## config.mk

```make
export PLATFORM = sky130hd
export DESIGN_NAME = param_priority_encoder
export DESIGN_NICKNAME = d
export VERILOG_FILES = /design/src/rtl/enc_pkg.sv /design/src/rtl/prio_find.sv /design/src/rtl/param_priority_encoder.sv
export SDC_FILE = /design/constraint.sdc
export NUM_CORES = 1
export LEC_CHECK = 0
export CORE_AREA = 2 2 74 76
export CTS_CLUSTER_DIAMETER = 120
export DETAILED_ROUTE_END_ITERATION = 7
export DIE_AREA = 0 0 76 78
export GPL_ROUTABILITY_DRIVEN = 0
export PLACE_DENSITY = 0.77
export SLEW_MARGIN = 20
export SYNTH_ARGS = -nofsm -noshare
export SYNTH_HDL_FRONTEND = slang
export SYNTH_HIERARCHICAL = 1
export SYNTH_SLANG_ARGS = --single-unit
export TNS_END_PERCENT = 10
```

## constraint.sdc

```tcl
create_clock -name clk -period 4.38 [get_ports clk]
set_input_delay 0.876 -clock clk [delete_from_list [all_inputs] [get_ports clk]]
set_output_delay 0.876 -clock clk [all_outputs]
set_load 0.1 [all_outputs]
```

## src/rtl/enc_pkg.sv

```systemverilog
// Shared mode encodings and width helper for the parametrised priority encoder.
package enc_pkg;

    localparam logic [1:0] MODE_LSB = 2'b00;
    localparam logic [1:0] MODE_MSB = 2'b01;
    localparam logic [1:0] MODE_RR  = 2'b10;

    function automatic int unsigned clog2_safe(input int unsigned n);
        return (n <= 2) ? 1 : $clog2(n);
    endfunction

endpackage

```

## src/rtl/prio_find.sv

```systemverilog
// Combinational find-first over a circularly rotated request vector.
// dir_i=0 searches upward from start_i; dir_i=1 searches downward from start_i.
module prio_find
    import enc_pkg::*;
#(
    parameter int unsigned N = 16,
    localparam int unsigned W = clog2_safe(N)
) (
    input  logic [N-1:0] vec_i,
    input  logic [W-1:0] start_i,
    input  logic         dir_i,
    output logic         found_o,
    output logic [W-1:0] idx_o
);

    localparam logic [W-1:0] Last  = W'(N - 1);
    localparam logic [W:0]   NWide = (W + 1)'(N);

    logic [N-1:0] vec_n;
    logic [W-1:0] start_n;
    logic [N-1:0] rot;
    logic [W-1:0] pos;
    logic [W:0]   sum;
    logic [W-1:0] fwd;

    // A downward search is an upward search on the bit-reversed vector.
    always_comb begin
        vec_n = '0;
        for (int i = 0; i < N; i++) begin
            vec_n[i] = dir_i ? vec_i[N-1-i] : vec_i[i];
        end
        start_n = dir_i ? Last - start_i : start_i;
    end

    // Double-width rotate puts bit start_n at position 0, so the lowest set bit wins.
    always_comb begin
        rot     = N'({vec_n, vec_n} >> start_n);
        found_o = |rot;
        pos     = '0;
        for (int k = N - 1; k >= 0; k--) begin
            if (rot[k]) begin
                pos = W'(k);
            end
        end
        sum = {1'b0, start_n} + {1'b0, pos};
        if (sum >= NWide) begin
            sum = sum - NWide;
        end
        fwd   = sum[W-1:0];
        idx_o = '0;
        if (found_o) begin
            idx_o = dir_i ? Last - fwd : fwd;
        end
    end

endmodule

```

## src/rtl/param_priority_encoder.sv

```systemverilog
// Registered N-to-log2(N) priority encoder with LSB, MSB and round-robin selection
// and a valid/ready handshake on both sides.
module param_priority_encoder
    import enc_pkg::*;
#(
    parameter int unsigned N = 16,
    localparam int unsigned W = clog2_safe(N)
) (
    input  logic         clk,
    input  logic         rst_n,
    input  logic         en,
    input  logic [1:0]   mode,
    input  logic         in_valid,
    output logic         in_ready,
    input  logic [N-1:0] ip,
    output logic [W-1:0] op,
    output logic         out_valid,
    input  logic         out_ready,
    output logic         none,
    output logic         multi
);

    localparam logic [W-1:0] Last = W'(N - 1);

    logic [W-1:0] op_q, op_d;
    logic         out_valid_q, out_valid_d;
    logic         none_q, none_d;
    logic         multi_q, multi_d;
    logic [W-1:0] ptr_q, ptr_d;

    logic         accept;
    logic [W-1:0] find_start;
    logic         find_dir;
    logic         found;
    logic [W-1:0] found_idx;
    logic [N-1:0] ip_dec;

    assign in_ready = en && (!out_valid_q || out_ready);
    assign accept   = in_valid && in_ready;

    // Reserved mode 11 falls through to fixed-LSB.
    always_comb begin
        find_start = '0;
        find_dir   = 1'b0;
        case (mode)
            MODE_MSB: begin
                find_start = Last;
                find_dir   = 1'b1;
            end
            MODE_RR: begin
                find_start = ptr_q;
            end
            default: begin
                find_start = '0;
                find_dir   = 1'b0;
            end
        endcase
    end

    prio_find #(
        .N(N)
    ) u_prio_find (
        .vec_i   (ip),
        .start_i (find_start),
        .dir_i   (find_dir),
        .found_o (found),
        .idx_o   (found_idx)
    );

    // Clearing the lowest set bit leaves something only when two or more bits are set.
    assign ip_dec = ip - {{(N - 1){1'b0}}, 1'b1};

    always_comb begin
        op_d        = op_q;
        out_valid_d = out_valid_q;
        none_d      = none_q;
        multi_d     = multi_q;
        ptr_d       = ptr_q;
        if (accept) begin
            out_valid_d = 1'b1;
            op_d        = found ? found_idx : '0;
            none_d      = !found;
            multi_d     = |(ip & ip_dec);
            if (mode == MODE_RR && found) begin
                ptr_d = (found_idx == Last) ? '0 : found_idx + W'(1);
            end
        end else if (out_valid_q && out_ready) begin
            out_valid_d = 1'b0;
        end
    end

    always_ff @(posedge clk or negedge rst_n) begin
        if (!rst_n) begin
            op_q        <= '0;
            out_valid_q <= 1'b0;
            none_q      <= 1'b0;
            multi_q     <= 1'b0;
            ptr_q       <= '0;
        end else begin
            op_q        <= op_d;
            out_valid_q <= out_valid_d;
            none_q      <= none_d;
            multi_q     <= multi_d;
            ptr_q       <= ptr_d;
        end
    end

    assign op        = op_q;
    assign out_valid = out_valid_q;
    assign none      = none_q;
    assign multi     = multi_q;

endmodule

```

Word-level counts from Yosys, hierarchy flattened
Index checks and enable logic that the tools add are counted.
Widths: inputs -> output; s select.
{"block": "op_classes", "n_addsub": 6, "multipliers": 0, "div": 0, "magnitude_cmp": 1, "eq_ne": 3, "shift": 1, "muxes": 42, "bitwise_logic": 1, "n_reduce_logical": 11}
{"op": "$mux 4", "count": 22}
{"op": "$reduce_or 16->1", "count": 2}
{"op": "$shr 32x4->16", "count": 1}
{"op": "$mux 1", "count": 19}
{"op": "$and 16x16->16", "count": 1}
{"op": "$sub 16x1->16 const B", "count": 1}
{"op": "$pmux 4 s2", "count": 1}
{"op": "$sub 4x4->4 const A", "count": 2}
{"op": "$add 4x4->5", "count": 1}
{"op": "$ge 5x5->1 const B", "count": 1}
{"op": "$add 4x1->4 const B", "count": 1}
{"op": "$eq 4x4->1 const B", "count": 1}
{"op": "$logic_and 1x1->1", "count": 4}
{"op": "$sub 4x1->4 const B", "count": 1}
{"op": "$eq 2x1->1 const B", "count": 1}
{"op": "$eq 2x2->1 const B", "count": 1}
{"op": "$logic_not 1->1", "count": 2}
{"op": "$reduce_and 2->1", "count": 1}
{"op": "$reduce_bool 2->1", "count": 1}
{"op": "$logic_or 1x1->1", "count": 1}
{"block": "totals", "regBits": 11, "latch_bits": 0, "ram_bits": 0, "rom_bits": 0, "inputBits": 23, "out_inout_bits": 8, "word_cells": 70, "mem_count": 0}

Depth between registers and ports, before layout
Gate-level depths: netlist (run 1).
{"block": "depth", "ltp_word": 29, "ltp_mapped": 25}

Modules after synthesis
The synthesis (run 1) kept the hierarchy.
{"module": "prio_find", "n_inst": 1, "cells_per_inst": 214, "area_per_inst_um2": 1860.5}
{"module": "param_priority_encoder", "n_inst": 1, "cells_per_inst": 91, "area_per_inst_um2": 752.0}

Worst setup path after synthesis (run 1)
OpenSTA, ideal clock, no wires.
{"block": "synth_timing", "path_type": "input to register", "start": "input port mode[0]", "end": "register ptr_q[3]", "setup_time_ns": 0.129, "arrival_time_ns": 5.156, "path_slack_ns": -0.905, "path_stages": 23, "cell_sequence": "inv_1 > ha_1 > nor2_1 > buf_6 > buf_4 > buf_2 > mux4_2 > nand2_1 > o211ai_1 > a32oi_1 > o21ai_0 > o211ai_1 > a41oi_1 > a2111oi_1 > ha_1 > inv_1 > fa_1 > xor2_1 > nor2_1 > ha_1 > o21ai_0 > a21oi_1 > o21ai_1"}
{"block": "synth_via", "elab_chain_len": 29}
{"element": "start: declaration", "line_no": "param_priority_encoder.sv:12", "text": "input logic [1:0] mode,"}
{"element": "$eq 2x2->1 or $eq 2x1->1 (tied branches)", "line_no": "param_priority_encoder.sv:45", "text": "case (mode)"}
{"element": "$pmux 4 s2 (*)", "line_no": "param_priority_encoder.sv:45"}
{"element": "net find_start[0]", "line_no": "param_priority_encoder.sv:32", "text": "logic [W-1:0] find_start;"}
{"element": "$sub 4x4->4", "line_no": "prio_find.sv:32", "text": "start_n = dir_i ? Last - start_i : start_i;"}
{"element": "$mux 4 (*)", "line_no": "prio_find.sv:32"}
{"element": "$shr 32x4->16", "line_no": "prio_find.sv:37", "text": "rot = N'({vec_n, vec_n} >> start_n);"}
{"element": "$mux 4 (16 in series)", "line_no": "prio_find.sv:41", "text": "if (rot[k]) begin"}
{"element": "$add 4x4->5", "line_no": "prio_find.sv:45", "text": "sum = {1'b0, start_n} + {1'b0, pos};"}
{"element": "$sub 4x1->4 or $ge 5x5->1 (tied branches)", "line_no": "prio_find.sv:47, prio_find.sv:46"}
{"element": "$mux 4", "line_no": "prio_find.sv:46", "text": "if (sum >= NWide) begin"}
{"element": "$sub 4x4->4", "line_no": "prio_find.sv:52", "text": "idx_o = dir_i ? Last - fwd : fwd;"}
{"element": "$mux 4", "line_no": "prio_find.sv:52"}
{"element": "$mux 4 (*)", "line_no": "prio_find.sv:51", "text": "if (found_o) begin"}
{"element": "net found_idx[1]", "line_no": "param_priority_encoder.sv:35", "text": "logic [W-1:0] found_idx;"}
{"element": "$add 4x1->4 or $eq 4x4->1 (tied branches)", "line_no": "param_priority_encoder.sv:85", "text": "ptr_d = (found_idx == Last) ? '0 : found_idx + W'(1);"}
{"element": "$mux 4 (*)", "line_no": "param_priority_encoder.sv:85"}
{"element": "end signal: assignment", "line_no": "param_priority_encoder.sv:104", "text": "ptr_q <= ptr_d;"}
{"element": "end: declaration", "line_no": "param_priority_encoder.sv:29", "text": "logic [W-1:0] ptr_q, ptr_d;"}
The timed path passes the listed nets; every way through them passes the cells marked *.
A chain may end at the register's enable or synchronous reset.

Final worst setup path (run 1)
Ends and elaborated chain as after synthesis.

==> out/qor.csv, run 1 <==
metric,value,unit
start_util,51.8,%
worst_pin_slew,1.02,ns
grt_pass1_wl,16.4,mm
relSlewSlack,31.5,%
routedWlPerCell,25.2,microns
final_nets,470,
fin_cells,510,
ys_types,58,
synth_area_leaders,"mux4_2 (22%), mux2i_1 (11%), dfrtp_1 (11%)",
cts-buffers-inserted,3,
grt_max_degree,38,
placed_cells,489,
fp.dieW,76,microns
swShare,50.0,%
io_buffer_count,30,
critPathMaxStageDelay,0.56,ns
die_y,78,microns
synth_most_common_cell,nand2_1,
hpwlAfterDp,7.23,mm
status,"finished, violations left",
crit_slowest_cell,mux4_2,
synth_top_area_share,22.4,%
holdBufCountCts,0,
yosys.area.top_type,mux4_2,
hold_path_end,op[3],
syn_nets,335,
die_area,0.00593,sq mm
ys_warn_count,6,
cts_tree,done,
antenna_found_initial,0,
place_worst_setup_slack,-1.71,ns
p_int,0.000791,W
core-area,0.00504,sq mm
wl,12.8,mm
syn_avg_cell_area,8.57,sq um
fmax,0.182,GHz
synth_common_cells,"nand2_1 (37), mux2i_1 (30), mux4_2 (26), nor2_1 (24), a21oi_1 (17)",
synth_ff_type,dfrtp_1,
gr-usage-all-layers,34.5,%
viasPerCell,7.25,
layout-drive-gt1-share,46.7,%
multi_input_area,0.00241,sq mm
setup.worst_path.start_class,input pin,
insertion_delay,0.24,ns
holdPathStages,2,
seq_area_frac_synth,10.5,%
clock-sinks,11,
clock_skew,0.00457,ns
clkSlewWorstSetupHoldPaths,0.05,ns
max-vdd-ir-drop,0.468,mV
rr_endpoint,ptr_q[3],
synth_edf_count,0,
switchingPower,0.000789,W
htreeDepth,1,
finalCriticalPeriod,5.50,ns
rsz0062_at_grt,yes,
path_cells,buf_12 -> inv_8 -> ha_4 -> nor2_4 -> clkbuf_16 -> mux4_2 -> mux2_4 -> a22oi_2 -> a32oi_1 -> o21ai_1 -> o211ai_1 -> a2111oi_4 -> a2111oi_4 -> ha_2 -> inv_2 -> fa_1 -> xor2_1 -> nor2_2 -> ha_2 -> o21ai_2 -> a21oi_2 -> o21ai_1,
syn_inst,305,
reg2reg_setup_slack,-0.55,ns
clockBufferDepth,2,
grt_pass1_vias,3325,
worstHoldStart,op[3],
path_max_fanout,5,
final-seq-area,275,sq um
r2r_cells,20,
hold_violations,0,
worstSetupPathType,input pin to flip-flop,
critical-path-top-delay-family,compound AO/OA/AOI/OAI gates,
syn_area,0.00261,sq mm
grt_overflow,0,
drc_errors,0,
drt_iter0_drc,518,
arrival,5.63,ns
leakagePower,1.69,nW
tns,-7.80,ns
rows,26,
synth_seq_cells,11,
routed-via-count,3696,
r2r_start,ptr_q[0],
crit_buf_inv,4,
antenna_left,0,
max_cap_viol_count,0,
min_path_type,flip-flop to flip-flop,
area_delta_synth_final,60.3,%
p_seq_share,10.7,%
finalSetupViolations,8,
p_per_area,377,mW/mm^2
async_reset_ff_share,100,%
clock_power_share,6.7,%
first_pass_iters,6,
drv_slew,0,
finalCritPeriodShare,126,%
pin_count,31,
worst_slack,-1.12,ns
clockRootBuffer,clkbuf_8,
fillers,243,
required,4.51,ns
failed_checks,negative setup slack,
comb_power_share,82.7,%
cp-end-kind,flip-flop,
==> layout make-up <==
type | instances | share of cell area, %
Sequential cell | 11 | 6.57
Clock buffer | 3 | 0.986
Antenna cell | 1 | 0.0598
Multi-Input combinational cell | 263 | 57.6
Tap cell | 70 | 2.09
Timing Repair Buffer | 150 | 31.3
Inverter | 11 | 1.22
Clock inverter | 1 | 0.120
==> per-stage QoR <==
stage	utilization, %	hold WS (ns)	cell area (sq um)	total power, W
final	83.1	0.494	4190	0.00158
after global routing	83.0	0.518	4190	0.00164
after CTS	76.0	0.495	3830	0.00131
after detailed placement	74.4	0.472	3750	0.00117
after global placement	74.4	0.464	3750	0.00114
after floorplan	-	0.456	2690	0.000790
==> cells by family after synthesis <==
kind of cell / after synthesis / synth area share [%]
AOI/OAI and AO/OA: 79 / 20.5
xor gates and xnor gates: 12 / 4.02
adders and majority gates: 8 / 4.02
buffers and inverters: 31 / 6.32
DFF: 11 / 10.5
muxes: 62 / 36.5
and+or+nand+nor: 102 / 18.1
==> layer usage <==
metal,vias to the layer above,global-route usage [%],part of all wire (%)
met5,-,0,0
met4,0,15.3,8.7
met3,126,6.05,13
met2,387,61.1,45
met1,1730,41.1,34
li1,1453,-,-
==> power by group through the flow <==
stage	sequential, W	combinational [W]	clock, W
after floorplan	0.000276	0.000515	0
after global placement	0.000157	0.000980	0
after detailed placement	0.000158	0.00101	0
after CTS	0.000159	0.00105	0.000104
after global routing	0.000169	0.00135	0.000112
final	0.000169	0.00131	0.000105
==> worst max path at each step <==
| stage | startpoint | endpoint | cells past startpoint |
|---|---|---|---|
| final | mode[0] | ptr_q[3] | 22 |
| after global routing | mode[0] | ptr_q[3] | 23 |
| after CTS | mode[0] | ptr_q[2] | 23 |
| after detailed placement | mode[0] | ptr_q[3] | 23 |
| after global placement | mode[0] | ptr_q[3] | 23 |
| after floorplan | mode[0] | ptr_q[1] | 21 |
==> repair_timing <==
action                     CTS  global route
resized for setup           19            41
setup endpoints to repair    9             8
pin swaps                    4            21
gates cloned                 0             3
buffers inserted             1            12
==> worst register-to-register path: stages (launching register included) <==
cell	delay (ns)
dfrtp_1	0.39
a21oi_4	0.08
nor2_4	0.20
clkbuf_16	0.21
mux4_2	0.56
mux2_4	0.33
a22oi_2	0.26
a32oi_1	0.18
o21ai_1	0.27
o211ai_1	0.19
a2111oi_4	0.44
a2111oi_4	0.07
ha_2	0.21
inv_2	0.05
fa_1	0.42
xor2_1	0.17
nor2_2	0.19
ha_2	0.26
o21ai_2	0.08
a21oi_2	0.15
o21ai_1	0.08
==> placed cells by master (no fill, tap or decap), types with 7 or more instances in the layout <==
cell type / Yosys / layout
a21oi_1: 17 / 14
buf_4: 4 / 112
clkdlybuf4s50_1: 0 / 27
dfrtp_1: 11 / 11
inv_1: 10 / 7
mux2i_1: 30 / 22
mux4_2: 26 / 26
nand2_1: 37 / 36
nand3_1: 13 / 13
nor2_1: 24 / 16
nor2_2: 0 / 7
o21ai_0: 12 / 7
o21ai_1: 9 / 10
==> flip-flops by register name (all words and copies together), names as in the netlist <==
register / flops
out_valid: 1
none: 1
ptr_q: 4
multi: 1
op: 4
No activity file was read; power rests on OpenSTA's default activity.
==> inputs of run 2 (changes only) <==
--- a/config.mk
+++ b/config.mk
@@ -5,12 +5,12 @@
 export SDC_FILE = /design/constraint.sdc
 export NUM_CORES = 1
 export LEC_CHECK = 0
-export CORE_AREA = 2 2 74 76
+export CORE_AREA = 2 2 71 73
 export CTS_CLUSTER_DIAMETER = 120
 export DETAILED_ROUTE_END_ITERATION = 7
-export DIE_AREA = 0 0 76 78
+export DIE_AREA = 0 0 73 75
 export GPL_ROUTABILITY_DRIVEN = 0
-export PLACE_DENSITY = 0.77
+export PLACE_DENSITY = 0.8
 export SLEW_MARGIN = 20
 export SYNTH_ARGS = -nofsm -noshare
 export SYNTH_HDL_FRONTEND = slang
==> constraint.sdc (replaced) <==
create_clock -name clk -period 5.7 [get_ports clk]
set_input_delay 1.14 -clock clk [delete_from_list [all_inputs] [get_ports clk]]
set_output_delay 1.14 -clock clk [all_outputs]
set_load 0.1 [all_outputs]
==> run 2 against run 1 <==
The flow now finishes without violations. First-iteration DRC count shrank 32%. Worst setup slack better by 1.3 ns. Clock skew rose by 0.0033 ns. Global-route usage down 0.50 points. Sequential share of layout area rose by 0.92 points. Count of clock-buffer cells in the layout grew 1. Critical endpoint is now ptr_q[2].
==> out/qor.csv, run 2 (synthesis gave the netlist of run 1 again) <==
metric,value,unit
drv_slew,0,
clockRootBuffer,clkbuf_8,
setup.worst_path.start_class,input pin,
grt_pass1_vias,3090,
hold_path_end,op[0],
min_path_type,flip-flop to flip-flop,
gr-usage-all-layers,34.0,%
max_cap_viol_count,0,
core-area,0.00466,sq mm
cp-end-kind,flip-flop,
fp.dieW,73,microns
viasPerCell,6.99,
grt_overflow,0,
routed-via-count,3159,
critPathMaxStageDelay,0.54,ns
crit_slowest_cell,fa_2,
routedWlPerCell,20.3,microns
clock-sinks,11,
path_max_fanout,9,
fmax,0.180,GHz
rr_endpoint,ptr_q[2],
worstHoldStart,op[0],
wl,9.15,mm
rsz0062_at_grt,yes,
r2r_start,ptr_q[0],
finalCritPeriodShare,97.7,%
die_area,0.00548,sq mm
startpoint,mode[1],
cts-buffers-inserted,3,
clock_skew,0.00787,ns
holdBufCountCts,0,
cts_tree,done,
fillers,263,
layout_common_cells,"buf_4 (74), nand2_1 (37), clkdlybuf4s50_1 (28), mux2i_1 (28), mux4_2 (26)",
clkSlewWorstSetupHoldPaths,0.06,ns
r2r_cells,21,
rows,25,
antenna_found_initial,0,
p_per_area,287,mW/mm^2
insertion_delay,0.25,ns
max-vdd-ir-drop,0.169,mV
pin_count,31,
hpwlAfterDp,6.73,mm
leakagePower,1.44,nW
status,completed,
hold_violations,0,
n_antenna_cell,0,
relSlewSlack,32.4,%
final_common_cell,buf_4,
clockBufferDepth,2,
worstSetupPathType,input pin to flip-flop,
reg2reg_setup_slack,0.92,ns
finalCriticalPeriod,5.57,ns
totalPowerFinal,0.00105,W
fin_cells,452,
finalSetupViolations,0,
htreeDepth,1,
grt_max_degree,31,
area_delta_synth_final,40.6,%
layout-drive-gt1-share,35.9,%
drt_iter0_drc,352,
die_y,75,microns
arrival,5.69,ns
path_cells,clkbuf_2 -> inv_1 -> ha_2 -> a21oi_4 -> nor2_4 -> bufbuf_16 -> buf_4 -> mux2i_1 -> mux4_2 -> mux2_2 -> mux2i_2 -> o21ai_1 -> o211ai_1 -> a41oi_2 -> a2111oi_2 -> ha_2 -> inv_1 -> fa_2 -> xor2_2 -> nor2_4 -> ha_4 -> buf_4 -> xnor2_1 -> o21ai_1,
grt_pass1_wl,14.4,mm
start_util,56.1,%
holdPathStages,2,
final_nets,429,
required,5.82,ns
antenna_left,0,
io_buffer_count,30,
placed_cells,444,
drc_errors,0,
fin_util,78.8,%
worst_pin_slew,1.01,ns
first_pass_iters,5,
-- run 2: changes by cell type in the layout (fill, tap and decap cells not counted), sizes merged --
cell / before / now
clkdlybuf4s50: 27 / 28
diode: 1 / 0
clkinv: 1 / 0
bufbuf: 0 / 1
buf: 120 / 78
-- run 2: what timing repair did --
item | 4_1_cts | 5_1_grt
pin swaps | 8 | 8
hold endpoints to repair | 0 | 0
resized for setup | 17 | 17
cloned | 1 | 0
setup buffers | 2 | 1
endpoints found under the setup margin | 7 | 6
-- run 2: how the worst max path moves through the flow --
stage / slack (ns) / end / cells after the start
finish: 0.13 / ptr_q[2] / 24
global route: -0.06 / ptr_q[3] / 25
CTS: 0.07 / ptr_q[1] / 21
detailed placement: -0.62 / ptr_q[3] / 24
global placement: -0.44 / ptr_q[3] / 24
floorplan: 0.15 / ptr_q[3] / 23
-- run 2: per-stage QoR --
stage	setup slack [ns]	hold slack, ns	TNS (ns)	cell area, sq um
after CTS	0.0726	0.497	0	3610
after detailed placement	-0.623	0.480	-3.67	3460
after floorplan	0.151	0.450	0	2610
after global routing	-0.0598	0.525	-0.137	3670
after global placement	-0.444	0.465	-2.38	3460
final	0.131	0.495	0	3670
-- run 2: cell type report --
| class | count | area [sq um] | share of cell area, % |
|---|---|---|---|
| Multi-Input combinational cell | 263 | 2300 | 62.7 |
| Timing Repair Buffer | 109 | 941 | 25.6 |
| Sequential cell | 11 | 275 | 7.50 |
| Tap cell | 54 | 67.6 | 1.84 |
| Clock buffer | 4 | 45.0 | 1.23 |
| Inverter | 11 | 41.3 | 1.12 |
-- run 2: power by group --
part	switching (W)	total (W)	internal (W)
sequential	0.0000207	0.000126	0.000105
clock	0.0000366	0.0000861	0.0000495
combinational	0.000461	0.000841	0.000379
total	0.000519	0.00105	0.000534
-- run 2: worst max-delay path, delay by kind of cell --
| family | cells | cell delay, ns |
|---|---|---|
| and+or+nand+nor | 2 | 0.13 |
| buffers and inverters | 6 | 0.78 |
| muxes | 4 | 1.09 |
| AOI/OAI and AO/OA | 6 | 1.08 |
| xor gates and xnor gates | 2 | 0.31 |
| adders and majority gates | 4 | 1.16 |
-- run 2: layer usage --
metal	vias to the layer above	GRT usage, %	part of all wire, %	wire [microns]
li1	1372	-	-	-
met5	-	0	0	0
met1	1467	42.6	37	3370
met3	58	4.69	10	942
met2	262	59.8	49	4460
met4	0	12.6	4.2	383
